## src/rtl/jogo_unidade_controle.sv

```systemverilog
// Multi-round control unit for the memory-sequence game: Moore FSM plus address, round and move-timer counters.
// Optional move timeout is compiled in when JOGO_TIMEOUT_EN is defined.
module jogo_unidade_controle #(
   parameter int ADDR_W    = 4,
   parameter int N_RODADAS = 16,
   parameter int TIMEOUT   = 5000
) (
   input  logic              clock,
   input  logic              reset,
   input  logic              iniciar,
   input  logic              jogada,
   input  logic              chavesIgualMemoria,
   output logic [ADDR_W-1:0] endereco,
   output logic              zeraR,
   output logic              registraR,
   output logic              pronto,
   output logic              ganhou,
   output logic              perdeu,
   output logic              timeout,
   output logic [ADDR_W-1:0] db_rodada,
   output logic [3:0]        db_estado
);

   localparam logic [3:0] INICIAL        = 4'h0;
   localparam logic [3:0] PREPARACAO     = 4'h1;
   localparam logic [3:0] ESPERA         = 4'h3;
   localparam logic [3:0] REGISTRA       = 4'h4;
   localparam logic [3:0] COMPARACAO     = 4'h5;
   localparam logic [3:0] PROXIMA_JOGADA = 4'h6;
   localparam logic [3:0] PROXIMA_RODADA = 4'h7;
   localparam logic [3:0] FIM_GANHOU     = 4'hA;
   localparam logic [3:0] FIM_TIMEOUT    = 4'hD;
   localparam logic [3:0] FIM_PERDEU     = 4'hE;
   localparam logic [3:0] ILEGAL         = 4'hF;

   localparam logic [ADDR_W-1:0] ULTIMA_RODADA = ADDR_W'(N_RODADAS - 1);

   logic [3:0]        estado_q, estado_d;
   logic [ADDR_W-1:0] endereco_q, endereco_d;
   logic [ADDR_W-1:0] rodada_q, rodada_d;
   logic              expirado_s;
   logic              fim_s;

`ifdef JOGO_TIMEOUT_EN
   localparam int TMR_W = $clog2(TIMEOUT);
   localparam logic [TMR_W-1:0] TMR_MAX = TMR_W'(TIMEOUT - 1);

   logic [TMR_W-1:0] timer_q, timer_d;

   assign expirado_s = (timer_q == TMR_MAX);

   // Move timer: counts only while waiting for a move, saturates at expiry, cleared elsewhere.
   always_comb begin
      timer_d = '0;
      if (estado_q == ESPERA) begin
         if (expirado_s) begin
            timer_d = timer_q;
         end else begin
            timer_d = timer_q + TMR_W'(1);
         end
      end else begin
         timer_d = '0;
      end
   end

   // Timer register.
   always_ff @(posedge clock or negedge reset) begin
      if (!reset) begin
         timer_q <= '0;
      end else begin
         timer_q <= timer_d;
      end
   end
`else
   assign expirado_s = 1'b0;
`endif

   // Next-state logic; jogada takes priority over timer expiry.
   always_comb begin
      estado_d = INICIAL;
      case (estado_q)
         INICIAL:        estado_d = iniciar ? PREPARACAO : INICIAL;
         PREPARACAO:     estado_d = ESPERA;
         ESPERA: begin
            if (jogada) begin
               estado_d = REGISTRA;
            end else if (expirado_s) begin
               estado_d = FIM_TIMEOUT;
            end else begin
               estado_d = ESPERA;
            end
         end
         REGISTRA:       estado_d = COMPARACAO;
         COMPARACAO: begin
            if (!chavesIgualMemoria) begin
               estado_d = FIM_PERDEU;
            end else if (endereco_q == rodada_q) begin
               estado_d = (rodada_q == ULTIMA_RODADA) ? FIM_GANHOU : PROXIMA_RODADA;
            end else begin
               estado_d = PROXIMA_JOGADA;
            end
         end
         PROXIMA_JOGADA: estado_d = ESPERA;
         PROXIMA_RODADA: estado_d = ESPERA;
         FIM_GANHOU:     estado_d = iniciar ? PREPARACAO : FIM_GANHOU;
         FIM_PERDEU:     estado_d = iniciar ? PREPARACAO : FIM_PERDEU;
`ifdef JOGO_TIMEOUT_EN
         FIM_TIMEOUT:    estado_d = iniciar ? PREPARACAO : FIM_TIMEOUT;
`endif
         default:        estado_d = INICIAL;
      endcase
   end

   // Address and round counters; comparacao bounds them so they never wrap.
   always_comb begin
      endereco_d = endereco_q;
      rodada_d   = rodada_q;
      case (estado_q)
         PREPARACAO: begin
            endereco_d = '0;
            rodada_d   = '0;
         end
         PROXIMA_JOGADA: begin
            endereco_d = endereco_q + ADDR_W'(1);
            rodada_d   = rodada_q;
         end
         PROXIMA_RODADA: begin
            endereco_d = '0;
            rodada_d   = rodada_q + ADDR_W'(1);
         end
         default: begin
            endereco_d = endereco_q;
            rodada_d   = rodada_q;
         end
      endcase
   end

   // State and counter registers.
   always_ff @(posedge clock or negedge reset) begin
      if (!reset) begin
         estado_q   <= INICIAL;
         endereco_q <= '0;
         rodada_q   <= '0;
      end else begin
         estado_q   <= estado_d;
         endereco_q <= endereco_d;
         rodada_q   <= rodada_d;
      end
   end

   // Moore output decode; any unknown code reports F on the debug display.
   always_comb begin
      db_estado = estado_q;
      fim_s     = 1'b0;
      case (estado_q)
         INICIAL, PREPARACAO, ESPERA, REGISTRA, COMPARACAO,
         PROXIMA_JOGADA, PROXIMA_RODADA: begin
            db_estado = estado_q;
            fim_s     = 1'b0;
         end
`ifdef JOGO_TIMEOUT_EN
         FIM_GANHOU, FIM_PERDEU, FIM_TIMEOUT: begin
`else
         FIM_GANHOU, FIM_PERDEU: begin
`endif
            db_estado = estado_q;
            fim_s     = 1'b1;
         end
         default: begin
            db_estado = ILEGAL;
            fim_s     = 1'b0;
         end
      endcase
   end

   assign zeraR     = (estado_q == INICIAL) || (estado_q == PREPARACAO);
   assign registraR = (estado_q == REGISTRA);
   assign pronto    = fim_s;
   assign ganhou    = (estado_q == FIM_GANHOU);
   assign perdeu    = (estado_q == FIM_PERDEU);
`ifdef JOGO_TIMEOUT_EN
   assign timeout   = (estado_q == FIM_TIMEOUT);
`else
   assign timeout   = 1'b0;
`endif
   assign endereco  = endereco_q;
   assign db_rodada = rodada_q;

endmodule

```

## config.mk

```make
export PLATFORM = sky130hd
export DESIGN_NAME = jogo_unidade_controle
export DESIGN_NICKNAME = d
export VERILOG_FILES = /design/src/rtl/jogo_unidade_controle.sv
export SDC_FILE = /design/constraint.sdc
export NUM_CORES = 1
export LEC_CHECK = 0
export ABC_CLOCK_PERIOD_IN_PS = 3330
export BUFFER_PORTS_ARGS = -buffer_cell sky130_fd_sc_hd__clkbuf_2
export CORE_ASPECT_RATIO = 0.8
export CORE_MARGIN = 1
export CORE_UTILIZATION = 50
export DETAILED_ROUTE_END_ITERATION = 8
export PLACE_DENSITY = 0.82
export SYNTH_ARGS = -nofsm -noshare
export SYNTH_HDL_FRONTEND = slang
export SYNTH_SLANG_ARGS = --single-unit
```

## constraint.sdc

```tcl
create_clock -name clock -period 3.33 [get_ports clock]
set_input_delay 0.333 -clock clock [delete_from_list [all_inputs] [get_ports clock]]
set_output_delay 0.333 -clock clock [all_outputs]
set_load 0.05 [all_outputs]
```

==> summary.md, run 1 <==
| Metric | Value |
|---|---|
| Pleak | `0.5200 nW` |
| Num CTS Buffers | `3` |
| Normalized max-slew margin | `64.36%` |
| Vias/cell | `5.846` |
| Final Hold Violating Endpoints | `0` |
| Top-level I/O count | `23` |
| Pwr dens | `954.2 nW/um^2` |
| Final WL | `2.095 mm` |
| CTS root buffer | `clkbuf_4` |
| Commonest cells post-synth | `12 x dfrtp_1, 10 x nand2_1, 9 x o21ai_0` |
| First-pass GRT wire length | `3.422 mm` |
| Core ar. | `1627 sq um` |
| Crit-path max cell delay | `640 ps` |
| Post-synth top area cell | `dfrtp_1` |
| Row cnt | `13` |
| R2R setup slack | `1470 ps` |
| Min-delay src | `iniciar` |
| Crit Path Category | `reg -> out` |
| Bufs on Longest Clock Path | `2` |
| CTS tree | `built` |
| Total vias in the final route | `836` |
| DPL Wire Length | `1.482 mm` |
| Crit-path max FO | `18` |
| Worst Path Arrival | `1820 ps` |
| Die Footprint | `1916 sq um` |
| Register area | `300.3 sq um` |
| H-Tree Depth | `1` |
| Fmax | `463.8 MHz` |
| Worst-path clk slew | `70 ps` |
| Fillers | `152` |
| Min cycle time layout | `2156 ps` |
| Fraction of registers with async set or reset after synthesis | `100.0%` |
| Layout cell share with drive strength beyond 1 | `23.97%` |
| Slew Viols, Final | `0` |
| Vias in the first global route | `733` |
| Ys Warns | `0` |
| Post-synthesis to final-layout area growth | `16.21%` |
| Die Span X | `48.69 um` |
| Yosys cell types | `39` |
| Most common cell in the netlist | `dfrtp_1` |
| Worst min path class | `in -> reg` |
| Syn_nets | `109` |
| Top FF cell, synth | `dfrtp_1` |
| Mean area per synthesized cell | `8.550 sq um` |
| Total global routing overflow | `0` |
| Tot GR Track Use | `25.26%` |
| Pin count of the biggest net entering global routing | `19` |
| Multi-input logic area | `519.2 sq um` |
| Post-synthesis cell count | `102` |
| Initial Utilization | `53.62%` |
| Reg2reg end | `estado_q[0]$_DFF_PN0_` |
| Max cap viols | `0` |
| Detailed Routing Iterations Pass 1 | `4` |
| DRC Markers | `0` |
| Slowest CP cell | `dfrtp_1` |
| Worst r2r src | `estado_q[2]$_DFF_PN0_` |
| Worst Path Required | `3000 ps` |
| Number of antenna violations at the first check in global routing | `0` |
| Status | `finished clean` |
| Sequential area share after synthesis | `34.43%` |
| Clk_skew | `7.836 ps` |
| CP Capture Type | `primary output` |
| Slew @ Worst Pin | `534.6 ps` |
| Maximum vdd drop | `0.7819 mV` |
| Hold depth | `2` |
| # setup viols final | `0` |
| Critical path launch point type | `register` |
| Die Y | `39.36 um` |
| Post-Syn Area | `872.1 sq um` |
| Wire per inst | `14.65 um` |
| Final period utilization | `64.75%` |
| CP cell instances | `nor2b_1 -> nand2_1 -> inv_1 -> o21ai_0 -> clkbuf_2` |
| Final setup margin | `1174 ps` |
| Post-CTS Setup Bufs | `0` |
| Hold-critical path endpoint | `estado_q[1]$_DFF_PN0_` |
| Iteration-0 DRC Markers | `29` |
| Gpl congestion | `0.8616` |
| Antenna diodes | `0` |
| Reg2Reg Depth | `4` |
| TritonCTS Sinks | `12` |
| Nets | `129` |
| #FFs+latches synth | `12` |
| Number of flops mapped to enable cells by yosys | `0` |
| Pre-CTS setup slack | `1499 ps` |
| Final ANT Viol Nets | `0` |
| Top post-synthesis cells by area | `dfrtp_1 34%, o21ai_0 5.2%, mux2i_1 4.6%, nand2_1 4.3%, xor2_1 4.0%` |
| RSZ-0062 raised after global routing | `false` |
| Synth top area share | `34.43%` |
| Port buffer count | `21` |
| Clock latency at the later pin of the worst-skew pair | `280 ps` |
| Setup TNS | `0 ps` |
==> routing by layer <==
metal	share of wire, %	vias up	global-route usage (%)
met5	0	-	0
met3	6.6	2	7.752
met2	46	30	44.10
li1	-	405	-
met4	1.2	0	8.824
met1	46	399	30.14
==> layout make-up <==
type                       instances  share of cell area [%]
clock buffer                       4                   3.580
inverter                           4                   1.481
multi-input combinational         79                   51.23
sequential                        12                   29.63
tap                               22                   2.716
timing repair buffer              22                   11.36
==> critical path, delay by kind of cell, from the launching register on <==
| kind | cells | cell delay (ps) |
|---|---|---|
| AOI/OAI and AO/OA | 1 | 100 |
| and+or+nand+nor | 2 | 420 |
| DFF | 1 | 640 |
| buffers and inverters | 2 | 400 |
==> cells by family (layout without fill, tap and decap cells) <==
| kind of cell | count (synthesis) | count (layout) | share of synthesized area (%) |
|---|---|---|---|
| xor+xnor | 4 | 4 | 4.017 |
| simple gates | 37 | 37 | 23.68 |
| fa+ha+maj | 2 | 2 | 2.869 |
| buf+inv | 11 | 30 | 6.025 |
| flops | 12 | 12 | 34.43 |
| other cells | 1 | 1 | 0.4300 |
| compound gates | 31 | 31 | 23.96 |
| mux | 4 | 4 | 4.591 |
==> state kept, by name, indices dropped and copies added, names as in the netlist <==
signal and flops:
db_rodada 4, estado_q 4, endereco 4
==> layout by cell type (no fill, tap or decap), types with 4 or more instances in the layout <==
| cell type | instances |
|---|---|
| xor2_1 | 4 |
| nand3_1 | 4 |
| inv_1 | 4 |
| nor2_1 | 5 |
| nand2_1 | 10 |
| dfrtp_1 | 12 |
| o21ai_0 | 9 |
| mux2i_1 | 4 |
| nor3_1 | 4 |
| clkbuf_2 | 21 |
==> timing repair <==
action	4_1_cts	5_1_grt
hold buffers	1	0
hold endpoints to repair	12	0
resized for setup	0	0
==> report_power, final <==
| part | switching (mW) | internal, mW |
|---|---|---|
| clock network | 0.0532 | 0.0666 |
| logic | 0.380 | 0.184 |
| registers | 0.103 | 0.180 |
| total | 0.537 | 0.431 |
==> worst max path at each step <==
stage | slack [ps] | end | start | cells past startpoint
floorplan | 820 | db_estado[2] | estado_q[1]$_DFF_PN0_ | 5
global placement | 1560 | db_estado[2] | estado_q[1]$_DFF_PN0_ | 5
detailed placement | 1500 | db_estado[2] | estado_q[1]$_DFF_PN0_ | 5
finish | 1170 | db_estado[2] | estado_q[1]$_DFF_PN0_ | 5
global route | 1000 | db_estado[2] | estado_q[1]$_DFF_PN0_ | 5
CTS | 1180 | db_estado[2] | estado_q[1]$_DFF_PN0_ | 5
==> stage by stage <==
step / std cells / instance area [sq um] / utilization (%) / power (mW) / hold slack (ps)
finish: 143 / 1013 / 62.31 / 0.9671 / 328.2
global route: 143 / 1013 / 62.31 / 1.035 / 333.4
CTS: 143 / 1013 / 62.31 / 0.9681 / 308.6
detailed placement: 138 / 967.2 / 59.46 / 0.8477 / 238.3
global placement: 138 / 967.2 / 59.46 / 0.8333 / 237.3
floorplan: 102 / 872.1 / - / 0.7411 / 37.41
Note: power is estimated with default switching activity, not from simulation.
==> inputs of run 2 (changes only) <==
ABC_CLOCK_PERIOD_IN_PS = 2200   (was 3330)
clock period = 2.2 ns   (was 3.33 ns; I/O delays follow)
==> summary.md, run 2 (synthesis gave the netlist of run 1 again) <==
| Metric | Value |
|---|---|
| Status | `finished clean` |
| Final Hold Violating Endpoints | `0` |
| Net load switching power | `0.8094 mW` |
| Iteration-0 DRC Markers | `9` |
| Slew Viols, Final | `0` |
| Final period utilization | `92.73%` |
| Worst r2r src | `estado_q[0]$_DFF_PN0_` |
| Final std cells w/o fill | `143` |
| Total global routing overflow | `0` |
| Comb power frac | `62.1%` |
| Hold depth | `2` |
| Setup crit end | `db_estado[2]` |
| Placed Cells | `139` |
| Layout cell share with drive strength beyond 1 | `23.97%` |
| Critical path depth | `5` |
| Bufs on Longest Clock Path | `2` |
| Commonest cells after routing, fill and taps aside | `21 x clkbuf_2, 12 x dfrtp_1, 10 x nand2_1` |
| First-pass GRT wire length | `3.408 mm` |
| Num CTS Buffers | `3` |
| Pin count of the biggest net entering global routing | `19` |
| Kind of cell adding the most delay to the critical path | `flip-flops` |
| Area post-placement | `974.7 sq um` |
| Pre-CTS setup slack | `466.5 ps` |
| Core ar. | `1627 sq um` |
| Tot GR Track Use | `24.63%` |
| Final ANT Viol Nets | `0` |
| Top-level I/O count | `23` |
| Post_cts resized | `0` |
| Worst min path class | `in -> reg` |
| Setup TNS | `0 ps` |
| Fillers | `155` |
| Post-CTS Setup Bufs | `0` |
| Final instance area | `1007 sq um` |
| Nets | `130` |
| Pleak | `0.5183 nW` |
| Max cap viols | `0` |
| Worst Setup SP | `estado_q[1]$_DFF_PN0_` |
| Reg2reg end | `db_rodada[0]$_DFFE_PN0N_` |
| Clock power frac | `9.3%` |
| CP Capture Type | `primary output` |
| Min cycle time layout | `2040 ps` |
| Fmax | `490.2 MHz` |
| CP cell instances | `nor2b_1 -> nand2_1 -> inv_1 -> o21ai_1 -> clkbuf_2` |
| Total vias in the final route | `828` |
| Die Y | `39.36 um` |
| Sequential Power Share | `28.6%` |
| Switching share of power | `56.49%` |
| Number of antenna violations at the first check in global routing | `0` |
| Worst-path clk slew | `70 ps` |
| Hold Slack | `222.6 ps` |
| Reg2Reg Depth | `3` |
| Vias/cell | `5.790` |
| Clock latency at the later pin of the worst-skew pair | `270 ps` |
| Gpl congestion | `0.8494` |
| Crit Path Category | `reg -> out` |
| Commonest non-fill, non-tap cell in the layout | `clkbuf_2` |
| Worst Path Required | `1980 ps` |
| CTS tree | `built` |
| Worst Path Arrival | `1820 ps` |
| DPL Wire Length | `1.499 mm` |
| Maximum vdd drop | `1.200 mV` |
| Post-synthesis to final-layout area growth | `15.50%` |
| Final WL | `2.078 mm` |
| Internal | `0.6234 mW` |
| Clk_skew | `0.3409 ps` |
| Port buffer count | `21` |
| CTS root buffer | `clkbuf_4` |
| H-Tree Depth | `1` |
| RSZ-0062 raised after global routing | `false` |
| Critical path launch point type | `register` |
| Core Util, Final | `61.92%` |
| TritonCTS Sinks | `12` |
| CP Buf/Inv Count | `2` |
| # setup viols final | `0` |
| Final Power | `1.433 mW` |
| Die Footprint | `1916 sq um` |
| DRC Markers | `0` |
| Wire per inst | `14.53 um` |
| Initial Utilization | `53.62%` |
| R2R setup slack | `590 ps` |
| Crit-path max cell delay | `650 ps` |
| Detailed Routing Iterations Pass 1 | `4` |
| Crit-path max FO | `18` |
| Row cnt | `13` |
| Pwr dens | `1423 nW/um^2` |
| Die Span X | `48.69 um` |
| Final setup margin | `159.9 ps` |
| Vias in the first global route | `757` |
| Antenna diodes | `0` |
| Slowest CP cell | `dfrtp_1` |
run 2: routing by layer:
layer / track usage, % / wire (um)
met1: 30.54 / 1020
met2: 42.01 / 956
met3: 7.364 / 88
met4: 7.353 / 12
met5: 0 / 0
run 2: power by group through the flow:
stage                     sequential, mW  combinational (mW)  clock, mW
final                              0.409               0.890      0.133
after global routing               0.423               0.962      0.149
after CTS                          0.406               0.893      0.136
after detailed placement           0.410               0.888          0
after global placement             0.400               0.871          0
after floorplan                    0.414               0.710          0
run 2: layout make-up:
cell class | count | area, sq um | share of cell area (%)
clock buffers | 3 | 22.52 | 2.236
well taps | 22 | 27.53 | 2.733
inverters | 4 | 15.01 | 1.491
repair buffers | 23 | 122.6 | 12.17
flip-flops and latches | 12 | 300.3 | 29.81
multi-input cells | 79 | 519.2 | 51.55
run 2: worst min-delay path by stage:
stage               slack (ps)    start                        to
detailed placement         120    reset  db_rodada[1]$_DFFE_PN0N_
CTS                        220  iniciar     estado_q[1]$_DFF_PN0_
floorplan                  -80    reset  db_rodada[0]$_DFFE_PN0N_
global route               220  iniciar     estado_q[1]$_DFF_PN0_
finish                     220  iniciar     estado_q[1]$_DFF_PN0_
global placement           120    reset   endereco[3]$_DFFE_PN0P_
run 2: what timing repair did:
item                                    CTS  global route
endpoints found under the setup margin    0             0
hold buffers                              1             0
endpoints found under the hold margin    12             0
==> inputs of run 3 (changes only) <==
CELL_PAD_IN_SITES_DETAIL_PLACEMENT = 1   (was not set)
CELL_PAD_IN_SITES_GLOBAL_PLACEMENT = 2   (was not set)
CORE_UTILIZATION = 29   (was 50)
MAX_ROUTING_LAYER = met4   (was not set)
==> summary.md, run 3 (synthesis gave the netlist of run 1 again) <==
| Metric | Value |
|---|---|
| Status | `finished clean` |
| Pwr dens | `1462 nW/um^2` |
| # setup viols final | `0` |
| Layout cell share with drive strength beyond 1 | `23.97%` |
| Reg2Reg Depth | `4` |
| TritonCTS Sinks | `12` |
| Min cycle time layout | `2039 ps` |
| Fmax | `490.4 MHz` |
| Die Footprint | `3232 sq um` |
| Detailed Routing Iterations Pass 1 | `3` |
| First-pass GRT wire length | `4.181 mm` |
| Vias/cell | `5.277` |
| Final WL | `2.440 mm` |
| Number of antenna violations at the first check in global routing | `0` |
| Post-CTS Setup Bufs | `0` |
| Wire per inst | `15.35 um` |
| Final Hold Violating Endpoints | `0` |
| Clock latency at the later pin of the worst-skew pair | `240 ps` |
| Bufs on Longest Clock Path | `2` |
| Maximum vdd drop | `0.5730 mV` |
| Fillers | `359` |
| Row cnt | `17` |
| Final Power | `1.529 mW` |
| Slew @ Worst Pin | `532.7 ps` |
| Crit-path max FO | `18` |
| Die Y | `51.05 um` |
| H-Tree Depth | `1` |
| Die Span X | `63.31 um` |
| Pin count of the biggest net entering global routing | `19` |
| R2R setup slack | `510 ps` |
| Reg2reg end | `estado_q[2]$_DFF_PN0_` |
| Hold-critical path endpoint | `estado_q[0]$_DFF_PN0_` |
| Hold depth | `3` |
| Post_cts resized | `0` |
| Port buffer count | `21` |
| Total global routing overflow | `0` |
| Iteration-0 DRC Markers | `35` |
| Initial Utilization | `31.06%` |
| Multi-input logic area | `519.2 sq um` |
| Gpl congestion | `0.7244` |
| RSZ-0062 raised after global routing | `false` |
| Total vias in the final route | `839` |
| Commonest non-fill, non-tap cell in the layout | `clkbuf_2` |
| Worst-path clk slew | `50 ps` |
| Slew Viols, Final | `0` |
| Core ar. | `2808 sq um` |
| Antenna diodes | `0` |
| Post-synthesis to final-layout area growth | `19.94%` |
| Setup TNS | `0 ps` |
| Final period utilization | `92.69%` |
| Register area | `300.3 sq um` |
| Num CTS Buffers | `3` |
| DRC Markers | `0` |
| Top-level I/O count | `23` |
| DPL Wire Length | `1.750 mm` |
| Worst Path Arrival | `1820 ps` |
| Clk_skew | `1.969 ps` |
| Worst r2r src | `endereco[0]$_DFFE_PN0P_` |
| Pleak | `0.5261 nW` |
| Critical path launch point type | `register` |
| Core Util, Final | `37.25%` |
| CP Capture Type | `primary output` |
| Worst Path Required | `1980 ps` |
| Vias in the first global route | `825` |
| Max cap viols | `0` |
| CTS root buffer | `clkbuf_8` |
| Commonest cells after routing, fill and taps aside | `21 x clkbuf_2, 12 x dfrtp_1, 10 x nand2_1` |
| Worst min path class | `in -> reg` |
| Nets | `130` |
| Final ANT Viol Nets | `0` |
| CTS tree | `built` |
| Crit Path Category | `reg -> out` |
| Min-delay src | `chavesIgualMemoria` |
| Tot GR Track Use | `18.15%` |
| Normalized max-slew margin | `64.49%` |
## run 3: changes by cell type in the layout (fill, tap and decap cells not counted)
cell,previous run,this run
clkbuf_4,3,0
clkbuf_8,0,3
## run 3: worst max-delay path by stage
| stage | cells past startpoint | end | slack (ps) | from |
|---|---|---|---|---|
| after floorplan | 5 | db_estado[2] | 190 | estado_q[1]$_DFF_PN0_ |
| final | 5 | db_estado[2] | 160 | estado_q[1]$_DFF_PN0_ |
| after CTS | 5 | db_estado[2] | 160 | estado_q[1]$_DFF_PN0_ |
| after detailed placement | 5 | db_estado[2] | 430 | estado_q[1]$_DFF_PN0_ |
| after global placement | 5 | db_estado[2] | 520 | estado_q[1]$_DFF_PN0_ |
| after global routing | 5 | db_estado[2] | 20 | estado_q[1]$_DFF_PN0_ |
## run 3: what timing repair did
action                                  in CTS  in global routing
hold buffers                                 1                  0
endpoints found under the setup margin       0                  0
hold endpoints to repair                    12                  0
## run 3: per-stage QoR
stage                     hold slack, ps  cells  instance area, sq um  setup WS [ps]
after floorplan                   -75.59    102                 872.1          185.5
after global placement             127.1    155                 994.7          517.4
after detailed placement           146.4    155                 994.7          425.9
after CTS                          246.0    159                  1046          160.6
after global routing               258.0    159                  1046          15.35
final                              247.7    159                  1046          160.8
## run 3: final cells by class
cell class	count	area share (%)
clock buffers	3	3.947
inverters	4	1.435
multi-input cells	79	49.64
flip-flops and latches	12	28.71
well taps	38	4.545
repair buffers	23	11.72
## run 3: power by group
group	internal, mW	total, mW	switching [mW]
Clock	0.121	0.204	0.0834
Sequential	0.273	0.414	0.141
Combinational	0.287	0.910	0.623
## run 3: worst max-delay path, cell delays in order (launching register included)
cell      delay, ps
dfrtp_1         670
nor2b_1         280
nand2_1         150
inv_1           140
o21ai_1          70
clkbuf_2        250
## run 3: per-layer routing
layer / part of all wire (%) / global-route usage, %
met5: 0 / -
met4: 0.37 / 4.545
met3: 3.0 / 5.357
met2: 46 / 27.60
met1: 51 / 23.64
